## config.mk

```make
export PLATFORM = sky130hd
export DESIGN_NAME = meter_overlay
export DESIGN_NICKNAME = d
export VERILOG_FILES = /design/src/rtl/meter_pkg.sv /design/src/rtl/meter_ballistics.sv /design/src/rtl/meter_overlay.sv
export SDC_FILE = /design/constraint.sdc
export NUM_CORES = 1
export LEC_CHECK = 0
export BUFFER_PORTS_ARGS = -buffer_cell sky130_fd_sc_hd__buf_4
export CORE_ASPECT_RATIO = 0.8
export CORE_MARGIN = 3
export CORE_UTILIZATION = 33
export DETAILED_ROUTE_END_ITERATION = 10
export PLACE_DENSITY = 0.57
export SLEW_MARGIN = 0
export SYNTH_ARGS = -nofsm -noshare
export SYNTH_HDL_FRONTEND = slang
export SYNTH_HIERARCHICAL = 1
export SYNTH_SLANG_ARGS = --single-unit
export TNS_END_PERCENT = 1
```

## constraint.sdc

```tcl
create_clock -name clk -period 4.7 [get_ports clk]
set_clock_uncertainty 0.15 [all_clocks]
set_input_delay 0.235 -clock clk [delete_from_list [all_inputs] [get_ports clk]]
set_output_delay 0.235 -clock clk [all_outputs]
set_load 0.03 [all_outputs]
```

## src/rtl/meter_pkg.sv

```systemverilog
// rtl/meter_pkg.sv - pixel colour type, palette constants and the height-zone colour helper.
package meter_pkg;

  typedef struct packed {
    logic [3:0] r;
    logic [3:0] g;
    logic [3:0] b;
  } rgb_t;

  localparam rgb_t COL_RED  = '{r: 4'hF, g: 4'h0, b: 4'h0};
  localparam rgb_t COL_YEL  = '{r: 4'hF, g: 4'hF, b: 4'h0};
  localparam rgb_t COL_GRN  = '{r: 4'h0, g: 4'hF, b: 4'h0};
  localparam rgb_t COL_PEAK = '{r: 4'hF, g: 4'hF, b: 4'hF};
  localparam rgb_t COL_BG   = '{r: 4'h1, g: 4'h1, b: 4'h3};
  localparam rgb_t COL_OFF  = '{r: 4'h0, g: 4'h0, b: 4'h0};

  // Rows above red_y are red, rows above yel_y are yellow, the rest green.
  function automatic rgb_t zone_colour(input logic [9:0] y, input logic [9:0] red_y,
                                       input logic [9:0] yel_y);
    rgb_t c;
    if (y < red_y)      c = COL_RED;
    else if (y < yel_y) c = COL_YEL;
    else                c = COL_GRN;
    return c;
  endfunction

endpackage

```

## src/rtl/meter_ballistics.sv

```systemverilog
// rtl/meter_ballistics.sv - per-channel displayed height and peak-hold update, once per frame.
// Peak and hold registers exist only when METER_PEAK_MARKER_EN is defined.
module meter_ballistics
  import meter_pkg::*;
#(
  parameter int LVL_W       = 9,
  parameter int MAX_H       = 300,
  parameter int DECAY_STEP  = 4,
  parameter int HOLD_FRAMES = 30
) (
  input  logic             clk,
  input  logic             reset,
  input  logic             update,
  input  logic [LVL_W-1:0] level,
  output logic [LVL_W-1:0] disp
`ifdef METER_PEAK_MARKER_EN
  ,
  output logic [LVL_W-1:0] peak
`endif
);

  localparam logic [LVL_W-1:0] MAX_HV = LVL_W'(MAX_H);
  localparam logic [LVL_W-1:0] DEC    = LVL_W'(DECAY_STEP);

  logic [LVL_W-1:0] n;
  logic [LVL_W-1:0] disp_dec;
  logic [LVL_W-1:0] disp_next;

  // Release is clamped at zero first, then floored at the incoming level.
  always_comb begin
    n         = (level > MAX_HV) ? MAX_HV : level;
    disp_dec  = (disp > DEC) ? disp - DEC : '0;
    disp_next = n;
    if (n < disp) disp_next = (disp_dec > n) ? disp_dec : n;
  end

  always_ff @(posedge clk) begin
    if (reset)       disp <= '0;
    else if (update) disp <= disp_next;
  end

`ifdef METER_PEAK_MARKER_EN
  localparam int HOLD_W = $clog2(HOLD_FRAMES + 1);

  logic [HOLD_W-1:0] hold;
  logic [LVL_W-1:0]  peak_dec;

  assign peak_dec = (peak > DEC) ? peak - DEC : '0;

  // Falling peak is floored at the new displayed height so it never sits inside the bar.
  always_ff @(posedge clk) begin
    if (reset) begin
      peak <= '0;
      hold <= '0;
    end else if (update) begin
      if (n >= peak) begin
        peak <= n;
        hold <= HOLD_W'(HOLD_FRAMES);
      end else if (hold != '0) begin
        hold <= hold - HOLD_W'(1);
      end else begin
        peak <= (peak_dec > disp_next) ? peak_dec : disp_next;
      end
    end
  end
`endif

endmodule

```

## src/rtl/meter_overlay.sv

```systemverilog
// rtl/meter_overlay.sv - N_CH vertical level meters drawn over the VGA raster, 2-cycle pixel pipeline.
// Define METER_PEAK_MARKER_EN to build the peak-hold marker rows.
module meter_overlay
  import meter_pkg::*;
#(
  parameter int N_CH        = 2,
  parameter int LVL_W       = 9,
  parameter int MAX_H       = 300,
  parameter int BASE_Y      = 400,
  parameter int BAR_X0      = 220,
  parameter int BAR_W       = 80,
  parameter int BAR_GAP     = 40,
  parameter int RED_Y       = 200,
  parameter int YEL_Y       = 300,
  parameter int DECAY_STEP  = 4,
  parameter int HOLD_FRAMES = 30
) (
  input  logic                  clk,
  input  logic                  reset,
  input  logic                  frame_start,
  input  logic [N_CH*LVL_W-1:0] level,
  input  logic [9:0]            draw_x,
  input  logic [9:0]            draw_y,
  input  logic                  de,
  output logic [3:0]            red,
  output logic [3:0]            green,
  output logic [3:0]            blue,
  output logic                  de_out
);

  localparam int PITCH = BAR_W + BAR_GAP;

  logic [LVL_W-1:0] disp [N_CH];
`ifdef METER_PEAK_MARKER_EN
  logic [LVL_W-1:0] peak [N_CH];
`endif

  for (genvar gi = 0; gi < N_CH; gi++) begin : g_ch
    meter_ballistics #(
      .LVL_W      (LVL_W),
      .MAX_H      (MAX_H),
      .DECAY_STEP (DECAY_STEP),
      .HOLD_FRAMES(HOLD_FRAMES)
    ) u_bal (
      .clk   (clk),
      .reset (reset),
      .update(frame_start),
      .level (level[gi*LVL_W +: LVL_W]),
      .disp  (disp[gi])
`ifdef METER_PEAK_MARKER_EN
      ,
      .peak  (peak[gi])
`endif
    );
  end

  int   px;
  int   py;
  logic in_bar;
  logic peak_row;

  // Channel columns are disjoint, so at most one iteration matches.
  always_comb begin
    px       = int'(draw_x);
    py       = int'(draw_y);
    in_bar   = 1'b0;
    peak_row = 1'b0;
    for (int i = 0; i < N_CH; i++) begin
      if (px >= BAR_X0 + i * PITCH && px < BAR_X0 + i * PITCH + BAR_W) begin
        in_bar = (py <= BASE_Y) && (py + int'(disp[i]) > BASE_Y);
`ifdef METER_PEAK_MARKER_EN
        peak_row = (peak[i] != '0) && (py + int'(peak[i]) == BASE_Y);
`endif
      end
    end
  end

  logic       s1_de;
  logic [9:0] s1_y;
  logic       s1_in_bar;
  logic       s1_peak_row;
  rgb_t       pix;

  always_ff @(posedge clk) begin
    if (reset) begin
      s1_de       <= 1'b0;
      s1_y        <= '0;
      s1_in_bar   <= 1'b0;
      s1_peak_row <= 1'b0;
    end else begin
      s1_de       <= de;
      s1_y        <= draw_y;
      s1_in_bar   <= in_bar;
      s1_peak_row <= peak_row;
    end
  end

  always_ff @(posedge clk) begin
    if (reset) begin
      pix    <= COL_OFF;
      de_out <= 1'b0;
    end else begin
      de_out <= s1_de;
      if (!s1_de)           pix <= COL_OFF;
      else if (s1_peak_row) pix <= COL_PEAK;
      else if (s1_in_bar)   pix <= zone_colour(s1_y, 10'(RED_Y), 10'(YEL_Y));
      else                  pix <= COL_BG;
    end
  end

  assign red   = pix.r;
  assign green = pix.g;
  assign blue  = pix.b;

endmodule

```

# Yosys cells after proc, flatten, opt, wreduce, memory -nomap -nowiden
# Cells that the tools add are included.
# W data, S select, Z words.
# totals
rom_bits,0
in_bits,42
regBits,43
ramBits,0
latchBits,0
n_memories,0
# classes
eq_ne,0
bitwise_logic,2
n_reduce_logical,7
div,0
mux,13
n_shift,0
add_sub_neg,4
multipliers,0
order_cmp,17
# ops
operator,n
$mux W9,9
$lt A10 B9 Y1 const B,3
$mux W12,2
$add A10 B9 Y11,2
$gt A11 B9 Y1 const B,2
$gt A9 B3 Y1 const B,2
$gt A9 B9 Y1,2
$gt A9 B9 Y1 const B,2
$lt A9 B9 Y1,2
$sub A9 B3 Y9 const B,2
$ge A10 B8 Y1 const B,1
$ge A10 B9 Y1 const B,1
$le A10 B9 Y1 const B,1
$lt A10 B8 Y1 const B,1
$logic_and A1 B1 Y1,4
$reduce_or A4 Y1,1
$reduce_or A3 Y1,1
$mux W1,2
$not A1 Y1,2
$reduce_or A2 Y1,1

# Depth between registers and ports, before layout
# Gate-level depths: netlist (run 1).
# logic_depth
word_depth,5
ltp_mapped,15

# Modules after synthesis
# The synthesis (run 1) kept the hierarchy.
# modules_own_cells
mod,area_each_um2,n_inst,cells_per_inst
meter_ballistics,1173.6,2,157
meter_overlay,1415.1,1,169

# Worst setup path after synthesis (run 1)
# OpenSTA, ideal clock, no wires.
# synth_path
path_type,register -> register
startpoint,register g_ch[0].u_bal.disp[3]
endpoint,register g_ch[0].u_bal.disp[2]
path_buffers,2
stages_incl_launch_ff,16
setup_slack_ns,1.645
arrival_time_ns,2.770
required_time_ns,4.415
setup_time_ns,0.135
path_cell_list,dfxtp_1 -> inv_1 -> ha_1 -> nor3b_1 -> o211a_1 -> buf_6 -> nor2_1 -> ha_1 -> nor2b_1 -> o21ai_0 -> a311oi_1 -> a2111o_1 -> nand3_2 -> buf_6 -> mux2i_1 -> a211oi_2
# synth_via
elab_chain_cells,5
elab_cells_between_ends,7
classes_between,1 x add/sub; 3 x order compare; 3 x mux
# synth_rtl
item,line,source
start: declaration,meter_ballistics.sv:15,output logic [LVL_W-1:0] disp
start signal: assignment,meter_ballistics.sv:39,else if (update) disp <= disp_next;
$sub A9 B3 Y9 / $gt A9 B3 Y1 (equally long branches),meter_ballistics.sv:32,disp_dec = (disp > DEC) ? disp - DEC : '0;
$mux W9,meter_ballistics.sv:32,
$gt A9 B9 Y1,meter_ballistics.sv:34,if (n < disp) disp_next = (disp_dec > n) ? disp_dec : n;
$mux W9,meter_ballistics.sv:34,
$mux W9 (*),meter_ballistics.sv:34,
# Every way passes the cells marked *; elsewhere a longest branch is shown, timed or not.
# A chain may end at the register's enable or synchronous reset.

# Worst setup path after layout (run 1)
# layout_path
startpoint,register g_ch[0].u_bal.disp[2]
endpoint,register g_ch[0].u_bal.disp[8]
# The elaborated chain is that of the path after synthesis.

==> report_table.html, run 1 <==
<table>
<tr><th>Metric</th><th>Value</th></tr>
<tr><th colspan="2">GRT</th></tr>
<tr><td>Global-route usage over all layers</td><td>14.8%</td></tr>
<tr><td>Wire length of the first global-routing pass</td><td>15900 µm</td></tr>
<tr><td>Pin count of the biggest net entering global routing</td><td>37</td></tr>
<tr><td>Via count of the first global-routing pass</td><td>3409</td></tr>
<tr><td>Total congestion overflow</td><td>0</td></tr>
<tr><td>Initial antenna violation count</td><td>0</td></tr>
<tr><th colspan="2">Floorplan</th></tr>
<tr><td>Area of the core</td><td>0.0110 mm²</td></tr>
<tr><td>Die span in y</td><td>102 µm</td></tr>
<tr><td>Number of ports placed on the die boundary</td><td>55</td></tr>
<tr><td>Chip width</td><td>125 µm</td></tr>
<tr><td>Effective utilization at floorplan</td><td>34.1%</td></tr>
<tr><td>Die area</td><td>0.0127 mm²</td></tr>
<tr><td>Number of placement rows</td><td>34</td></tr>
<tr><th colspan="2">Route</th></tr>
<tr><td>Remaining DRCs</td><td>0</td></tr>
<tr><td>Via total after detailed routing</td><td>3483</td></tr>
<tr><td>Detailed Routing Iterations Pass 1</td><td>4</td></tr>
<tr><td>Routed wire length per instance</td><td>13.9 µm</td></tr>
<tr><td>Drt first-iter violations</td><td>228</td></tr>
<tr><td>Final routed wirelength across all metal layers</td><td>9240 µm</td></tr>
<tr><td>Antenna-violating nets left</td><td>0</td></tr>
<tr><td>Post-detailed-route via-to-cell ratio</td><td>5.25</td></tr>
<tr><th colspan="2">STA</th></tr>
<tr><td>Final setup vio count</td><td>0</td></tr>
<tr><td>Total negative slack</td><td>0 ns</td></tr>
<tr><td>Final critical delay including setup and external delays</td><td>3.73 ns</td></tr>
<tr><td>Setup repair after global routing missed its margin</td><td>no</td></tr>
<tr><td>Max-slew violations</td><td>0</td></tr>
<tr><td>Timing-limited maximum frequency</td><td>268 MHz</td></tr>
<tr><td>Number of hold-slack violations in the final timing report</td><td>0</td></tr>
<tr><td>Part of the cycle the worst path needs</td><td>79.3%</td></tr>
<tr><th colspan="2">Clock tree</th></tr>
<tr><td>Clock slew at the register clock pins of the worst setup and hold paths</td><td>0.06 ns</td></tr>
<tr><td>Num CTS Buffers</td><td>5</td></tr>
<tr><td>Insertion delay to the later sink of the worst-skew pair</td><td>0.28 ns</td></tr>
<tr><td>Number of hold-repair buffers added at the cts stage</td><td>0</td></tr>
<tr><td>Clock tree from TritonCTS</td><td>done</td></tr>
<tr><td>Total number of H-tree levels</td><td>2</td></tr>
<tr><td>Number of clock sinks</td><td>34</td></tr>
<tr><td>Post-cts gate resize count</td><td>0</td></tr>
<tr><td>Largest buffer count on any clock path</td><td>2</td></tr>
<tr><td>Post-CTS Setup Bufs</td><td>0</td></tr>
<tr><td>Root buffer cell</td><td>clkbuf_16</td></tr>
<tr><th colspan="2">Yosys</th></tr>
<tr><td>Area of the mapped netlist</td><td>0.00376 mm²</td></tr>
<tr><td>Share of flip-flops with an asynchronous set or reset</td><td>0%</td></tr>
<tr><td>Synth Register Bits</td><td>34</td></tr>
<tr><td>Sequential share of the synthesized area</td><td>18.1%</td></tr>
<tr><td>Top cell type by total area after synthesis</td><td>dfxtp_1</td></tr>
<tr><td>Yosys Warn Count</td><td>6</td></tr>
<tr><td>Post-synth EDFFs</td><td>0</td></tr>
<tr><td>Top post-synthesis cells by area</td><td>dfxtp_1 (18%), ha_1 (17%), inv_1 (4.9%)</td></tr>
<tr><td>Number of distinct library cells after synthesis</td><td>62</td></tr>
<tr><td>Avg Cell Area, Syn</td><td>7.79 µm²</td></tr>
<tr><td>Post-Syn Instances</td><td>483</td></tr>
<tr><td>Most common flop cell mapped by yosys</td><td>dfxtp_1</td></tr>
<tr><td>Area fraction of the dominant cell type after synthesis</td><td>18.1%</td></tr>
<tr><th colspan="2">Power and ir drop</th></tr>
<tr><td>Power density over cell area</td><td>284 mW/mm²</td></tr>
<tr><td>Peak VDD IR</td><td>0.148 mV</td></tr>
<tr><td>Static Leak</td><td>1.93 nW</td></tr>
<tr><td>Internal power of the cells</td><td>0.000817 W</td></tr>
<tr><td>Part of the power in the clock network</td><td>34.6%</td></tr>
<tr><td>Switching power total</td><td>0.000424 W</td></tr>
<tr><td>Sequential Power Share</td><td>27.0%</td></tr>
<tr><td>Sw Share</td><td>34.2%</td></tr>
<tr><td>Combinational group share of total power</td><td>38.4%</td></tr>
<tr><th colspan="2">Worst setup path</th></tr>
<tr><td>Crit path cell chain</td><td>ha_1 &gt; nor3b_1 &gt; o211a_1 &gt; nor2_1 &gt; ha_1 &gt; a21oi_1 &gt; o21ai_0 &gt; nor2b_1 &gt; a2111oi_4 &gt; nand3_2 &gt; or4b_1 &gt; o311ai_0</td></tr>
<tr><td>Largest stage delay on the critical path</td><td>0.52 ns</td></tr>
<tr><td>Crit path buf inv count</td><td>0</td></tr>
<tr><td>Worst Setup End Kind</td><td>flop</td></tr>
<tr><td>CP max stage cell</td><td>or4b_1</td></tr>
<tr><td>First element of the critical path</td><td>g_ch[0].u_bal/disp[2]$_SDFFE_PP0P_</td></tr>
<tr><td>Largest fanout on the critical path</td><td>12</td></tr>
<tr><td>CP dominant cell by count</td><td>ha_1</td></tr>
<tr><td>Arrival time of data at the critical path endpoint</td><td>3.75 ns</td></tr>
<tr><td>Data required time at the worst endpoint</td><td>4.72 ns</td></tr>
<tr><td>Type of origin of the critical path</td><td>flop</td></tr>
<tr><td>Cell family contributing the most delay on the critical path</td><td>simple AND/OR/NAND/NOR gates</td></tr>
<tr><td>Critical register-to-register path startpoint</td><td>g_ch[0].u_bal/disp[2]$_SDFFE_PP0P_</td></tr>
<tr><td>Setup CP Type</td><td>reg -&gt; reg</td></tr>
<tr><th colspan="2">Layout</th></tr>
<tr><td>Core occupancy in the finished layout</td><td>39.6%</td></tr>
<tr><td>Highest-count cells in the layout ignoring fill and taps</td><td>ha_1 (52), buf_4 (50), inv_1 (49)</td></tr>
<tr><td>Layout cell share with drive strength beyond 1</td><td>14.8%</td></tr>
<tr><td>Post-route cell area</td><td>0.00437 mm²</td></tr>
<tr><td>Most common cell after layout, fill and taps aside</td><td>ha_1</td></tr>
<tr><td>Area growth from synthesis to layout</td><td>16.1%</td></tr>
<tr><td>NumNets Final</td><td>615</td></tr>
<tr><td>Number of antenna repair diodes</td><td>0</td></tr>
<tr><th colspan="2">Run</th></tr>
<tr><td>Maximum capacitance violations</td><td>0</td></tr>
<tr><th colspan="2">Placed design</th></tr>
<tr><td>Total placed instance area</td><td>0.00417 mm²</td></tr>
<tr><td>Total of buffers placed on input and output ports</td><td>50</td></tr>
<tr><td>Placed wire-length estimate after detailed placement</td><td>7580 µm</td></tr>
<tr><td>Routability congestion estimate from global placement</td><td>0.840</td></tr>
<tr><th colspan="2">Min path</th></tr>
<tr><td>HP Start</td><td>de</td></tr>
<tr><td>Worst min-delay path category</td><td>in -&gt; reg</td></tr>
<tr><th colspan="2">Outcome</th></tr>
<tr><td>Result of the run</td><td>complete, no violations</td></tr>
</table>
==> synthesized netlist by cell type, drive strengths merged, types with 7 or more instances <==
library cell  count
nand3            17
clkbuf            7
dfxtp            34
xnor2            13
a311oi           10
nand2            38
and3              7
o21a              8
nor2b            17
a211oi           11
ha               52
buf              15
inv              49
a21oi            34
nand4             9
nor2             39
o21ai            31
==> layout make-up <==
cell class	count	area, µm²
clock inverter	3	68.8
timing repair buffer	50	375
clock buffer	5	125
sequential	34	681
inverter	49	184
tap	144	180
fill	1123	6650
multi-input combinational	379	2750
==> cell families (layout without fill, tap and decap cells) <==
logic type | after synthesis | after routing | share of synthesized area, %
AND/OR/NAND/NOR | 165 | 165 | 23.6
AO/OA/AOI/OAI | 140 | 140 | 26.7
buffers and inverters | 71 | 107 | 8.85
adder cells (fa/ha/maj) | 54 | 54 | 18.4
flip-flops | 34 | 34 | 18.1
XOR/XNOR | 16 | 16 | 3.72
multiplexers | 2 | 2 | 0.532
other | 1 | 2 | 0.0997
==> final timing paths <==
path	to	slack, ns	cells after the start
min	s1_de$_SDFF_PP0_	0.03	2
max	g_ch[0].u_bal/disp[8]$_SDFFE_PP0P_	0.97	12
max reg2reg	g_ch[0].u_bal/disp[8]$_SDFFE_PP0P_	0.97	12
min reg2reg	blue[0]$_SDFF_PP0_	0.27	1
==> layer usage <==
metal	vias up	GRT usage [%]	share of wire, %
met1	1579	20.4	50
met4	0	3.33	0.96
met3	6	2.58	5.0
li1	1826	-	-
met2	72	24.3	44
met5	-	0	0
==> per-stage QoR <==
stage	std cells	total power [W]	setup WS, ns	hold WS [ns]
after floorplan	484	0.000706	1.64	0.213
after global placement	656	0.000805	1.09	0.255
after detailed placement	656	0.000814	1.04	0.263
after CTS	664	0.00125	1.03	0.0310
after global routing	664	0.00133	0.745	0.0305
final	664	0.00124	0.972	0.0300
==> power groups by stage <==
stage / Clock, W / Sequential, W / Combinational [W]
floorplan: 0 / 0.000335 / 0.000371
detailed placement: 0 / 0.000342 / 0.000472
finish: 0.000429 / 0.000335 / 0.000477
global route: 0.000451 / 0.000339 / 0.000540
global placement: 0 / 0.000341 / 0.000464
CTS: 0.000439 / 0.000336 / 0.000476
==> flip-flops by register name, indices dropped and copies added, names as in the netlist <==
name / count
red: 2
s1_de: 1
s1_in_bar: 1
g_ch.u_bal/disp: 18
blue: 1
de_out: 1
green: 2
s1_y: 8
Note: power is estimated with default switching activity, not from simulation.
==> run 2: changes to the inputs <==
clock period = 3.5 ns   (was 4.7 ns; I/O delays follow)
==> run 2 against run 1 <==
Net effect: critical path depth rose by 2; die area is the same; clock power is 34% higher; sequential cell count unchanged; cell area rose by 3.3%; hold slack worse by 0.014 ns; setup slack got worse by 0.80 ns; core utilization rose by 1.3 points; maximum frequency up 12%; final cell count grew 2.7%; global-route usage is 0.37 points higher; register-to-register slack got worse by 0.80 ns.
==> report_table.html, run 2 (synthesis results as in run 1) <==
<table>
<tr><th>Metric</th><th>Value</th></tr>
<tr><th colspan="2">Clock tree</th></tr>
<tr><td>Insertion delay to the later sink of the worst-skew pair</td><td>0.28 ns</td></tr>
<tr><td>Num CTS Buffers</td><td>5</td></tr>
<tr><td>Root buffer cell</td><td>clkbuf_16</td></tr>
<tr><td>Total number of H-tree levels</td><td>2</td></tr>
<tr><td>Largest buffer count on any clock path</td><td>2</td></tr>
<tr><td>Number of clock sinks</td><td>34</td></tr>
<tr><td>Clock tree from TritonCTS</td><td>done</td></tr>
<tr><td>Post-CTS Setup Bufs</td><td>0</td></tr>
<tr><td>Clock slew at the register clock pins of the worst setup and hold paths</td><td>0.05 ns</td></tr>
<tr><th colspan="2">Layout</th></tr>
<tr><td>Largest register by flop count</td><td>g_ch.u_bal/disp</td></tr>
<tr><td>Largest register FFs</td><td>18</td></tr>
<tr><td>NumNets Final</td><td>633</td></tr>
<tr><td>Most common cell after layout, fill and taps aside</td><td>buf_4</td></tr>
<tr><td>Largest registers</td><td>g_ch.u_bal/disp: 18 flops, s1_y: 8 flops</td></tr>
<tr><td>Layout cell share with drive strength beyond 1</td><td>18.0%</td></tr>
<tr><td>Number of antenna repair diodes</td><td>0</td></tr>
<tr><td>Number of cells in the finished layout apart from fillers</td><td>682</td></tr>
<tr><td>Area growth from synthesis to layout</td><td>19.9%</td></tr>
<tr><td>Highest-count cells in the layout ignoring fill and taps</td><td>buf_4 (67), ha_1 (52), inv_1 (49)</td></tr>
<tr><th colspan="2">GRT</th></tr>
<tr><td>Wire length of the first global-routing pass</td><td>16400 µm</td></tr>
<tr><td>Routing layer with the top usage in global route</td><td>met2</td></tr>
<tr><td>Global-route track usage on met2</td><td>25.3%</td></tr>
<tr><td>Via count of the first global-routing pass</td><td>3549</td></tr>
<tr><td>Total congestion overflow</td><td>0</td></tr>
<tr><td>Initial antenna violation count</td><td>0</td></tr>
<tr><td>Pin count of the biggest net entering global routing</td><td>37</td></tr>
<tr><td>GR Util met3</td><td>2.79%</td></tr>
<tr><td>Global-route usage over all layers</td><td>15.1%</td></tr>
<tr><td>M1 GR Usage</td><td>20.9%</td></tr>
<tr><th colspan="2">Worst setup path</th></tr>
<tr><td>Largest stage delay on the critical path</td><td>0.47 ns</td></tr>
<tr><td>CP max stage cell</td><td>a2111o_1</td></tr>
<tr><td>CP dominant cell by count</td><td>ha_1</td></tr>
<tr><td>Worst Setup End Kind</td><td>flop</td></tr>
<tr><td>Setup CP Type</td><td>reg -&gt; reg</td></tr>
<tr><td>Critical register-to-register path startpoint</td><td>g_ch[1].u_bal/disp[3]$_SDFFE_PP0P_</td></tr>
<tr><td>Data required time at the worst endpoint</td><td>3.49 ns</td></tr>
<tr><td>Largest fanout on the critical path</td><td>7</td></tr>
<tr><td>R2R setup slack</td><td>0.18 ns</td></tr>
<tr><td>Type of origin of the critical path</td><td>flop</td></tr>
<tr><td>Endpoint of the most critical register-to-register path</td><td>g_ch[1].u_bal/disp[2]$_SDFFE_PP0P_</td></tr>
<tr><td>Cells on worst reg2reg path</td><td>14</td></tr>
<tr><td>Crit path cell chain</td><td>inv_1 &gt; ha_1 &gt; nor3b_1 &gt; o211a_2 &gt; nor2_1 &gt; ha_1 &gt; nor2b_1 &gt; o21ai_0 &gt; a311oi_1 &gt; a2111o_1 &gt; nand3_2 &gt; buf_4 &gt; mux2i_1 &gt; a211oi_2</td></tr>
<tr><td>First element of the critical path</td><td>g_ch[1].u_bal/disp[3]$_SDFFE_PP0P_</td></tr>
<tr><td>Arrival time of data at the critical path endpoint</td><td>3.32 ns</td></tr>
<tr><th colspan="2">Placed design</th></tr>
<tr><td>Routability congestion estimate from global placement</td><td>0.857</td></tr>
<tr><td>Setup Slack @ Placement</td><td>0.136 ns</td></tr>
<tr><td>Placed wire-length estimate after detailed placement</td><td>7890 µm</td></tr>
<tr><td>Dpl cells</td><td>673</td></tr>
<tr><td>Total of buffers placed on input and output ports</td><td>50</td></tr>
<tr><th colspan="2">STA</th></tr>
<tr><td>Final critical delay including setup and external delays</td><td>3.32 ns</td></tr>
<tr><td>Setup ws final</td><td>0.176 ns</td></tr>
<tr><td>Final setup vio count</td><td>0</td></tr>
<tr><td>Part of the cycle the worst path needs</td><td>95.0%</td></tr>
<tr><td>Max-slew violations</td><td>0</td></tr>
<tr><td>Number of hold-slack violations in the final timing report</td><td>0</td></tr>
<tr><td>Worst slack on hold paths</td><td>0.0164 ns</td></tr>
<tr><td>Total negative slack</td><td>0 ns</td></tr>
<tr><td>Timing-limited maximum frequency</td><td>301 MHz</td></tr>
<tr><td>Setup repair after global routing missed its margin</td><td>no</td></tr>
<tr><th colspan="2">Floorplan</th></tr>
<tr><td>Die area</td><td>0.0127 mm²</td></tr>
<tr><td>Effective utilization at floorplan</td><td>34.1%</td></tr>
<tr><td>Die span in y</td><td>102 µm</td></tr>
<tr><td>Area of the core</td><td>0.0110 mm²</td></tr>
<tr><td>Number of ports placed on the die boundary</td><td>55</td></tr>
<tr><td>Chip width</td><td>125 µm</td></tr>
<tr><td>Number of placement rows</td><td>34</td></tr>
<tr><th colspan="2">Power and ir drop</th></tr>
<tr><td>Power density over cell area</td><td>379 mW/mm²</td></tr>
<tr><td>Peak VDD IR</td><td>0.192 mV</td></tr>
<tr><td>Pwr Total</td><td>0.00171 W</td></tr>
<tr><td>Static Leak</td><td>2.01 nW</td></tr>
<tr><th colspan="2">Outcome</th></tr>
<tr><td>Result of the run</td><td>complete, no violations</td></tr>
<tr><th colspan="2">Route</th></tr>
<tr><td>Final routed wirelength across all metal layers</td><td>9650 µm</td></tr>
<tr><td>Drt first-iter violations</td><td>260</td></tr>
<tr><td>Post-detailed-route via-to-cell ratio</td><td>5.31</td></tr>
<tr><td>Detailed Routing Iterations Pass 1</td><td>5</td></tr>
<tr><td>Remaining DRCs</td><td>0</td></tr>
<tr><td>Antenna-violating nets left</td><td>0</td></tr>
<tr><td>Via total after detailed routing</td><td>3624</td></tr>
<tr><td>Routed wire length per instance</td><td>14.2 µm</td></tr>
<tr><th colspan="2">Min path</th></tr>
<tr><td>HP Start</td><td>draw_y[4]</td></tr>
<tr><td>Endpoint of the worst hold path</td><td>s1_y[4]$_SDFF_PP0_</td></tr>
<tr><td>Worst min-delay path category</td><td>in -&gt; reg</td></tr>
<tr><td>Number of cells on the worst hold path</td><td>2</td></tr>
<tr><th colspan="2">Run</th></tr>
<tr><td>Maximum capacitance violations</td><td>0</td></tr>
</table>
run 2: how the worst max path moves through the flow:
stage	end	depth (start not counted)
after global routing	g_ch[1].u_bal/disp[6]$_SDFFE_PP0P_	14
final	g_ch[1].u_bal/disp[2]$_SDFFE_PP0P_	14
after floorplan	g_ch[0].u_bal/disp[2]$_SDFFE_PP0P_	15
after global placement	g_ch[0].u_bal/disp[8]$_SDFFE_PP0P_	13
after CTS	g_ch[0].u_bal/disp[8]$_SDFFE_PP0P_	13
after detailed placement	g_ch[0].u_bal/disp[2]$_SDFFE_PP0P_	14
run 2: power breakdown:
group	internal, W	leakage (nW)	switching (W)
Clock	0.000409	0.0940	0.000165
Sequential	0.000413	0.281	0.0000256
Combinational	0.000308	1.63	0.000391
Total	0.00113	2.01	0.000581
run 2: what timing repair did:
item / CTS / global route
endpoints found under the hold margin: 1 / 0
resized for setup: 0 / 5
setup endpoints to repair: 0 / 12
hold buffers: 1 / 0
run 2: area by class of cell:
class,count,area (µm²)
inverters,49,184
clock buffers,5,125
multi-input cells,379,2760
flip-flops and latches,34,681
clock inverters,3,68.8
fillers,1124,6510
repair buffers,68,513
well taps,144,180
run 2: routing by layer:
metal	routed length (µm)	part of all wire, %
met1	4840	50
met2	4280	44
met3	450	4.7
met4	79	0.82
met5	0	0
run 2: critical path, delay by kind of cell (launching register included):
family,cells,cell delay (ns)
AOI/OAI and AO/OA,5,1.22
and+or+nand+nor,4,0.59
adders and majority gates,2,0.46
DFF,1,0.31
buffers and inverters,2,0.26
muxes,1,0.22
run 2: through the flow:
stage          util (%)  area (µm²)
6_report           40.9        4510
5_1_grt            40.9        4510
4_1_cts            40.9        4500
3_5_place_dp       39.0        4300
3_3_place_gp       39.0        4300
2_1_floorplan         -        3770
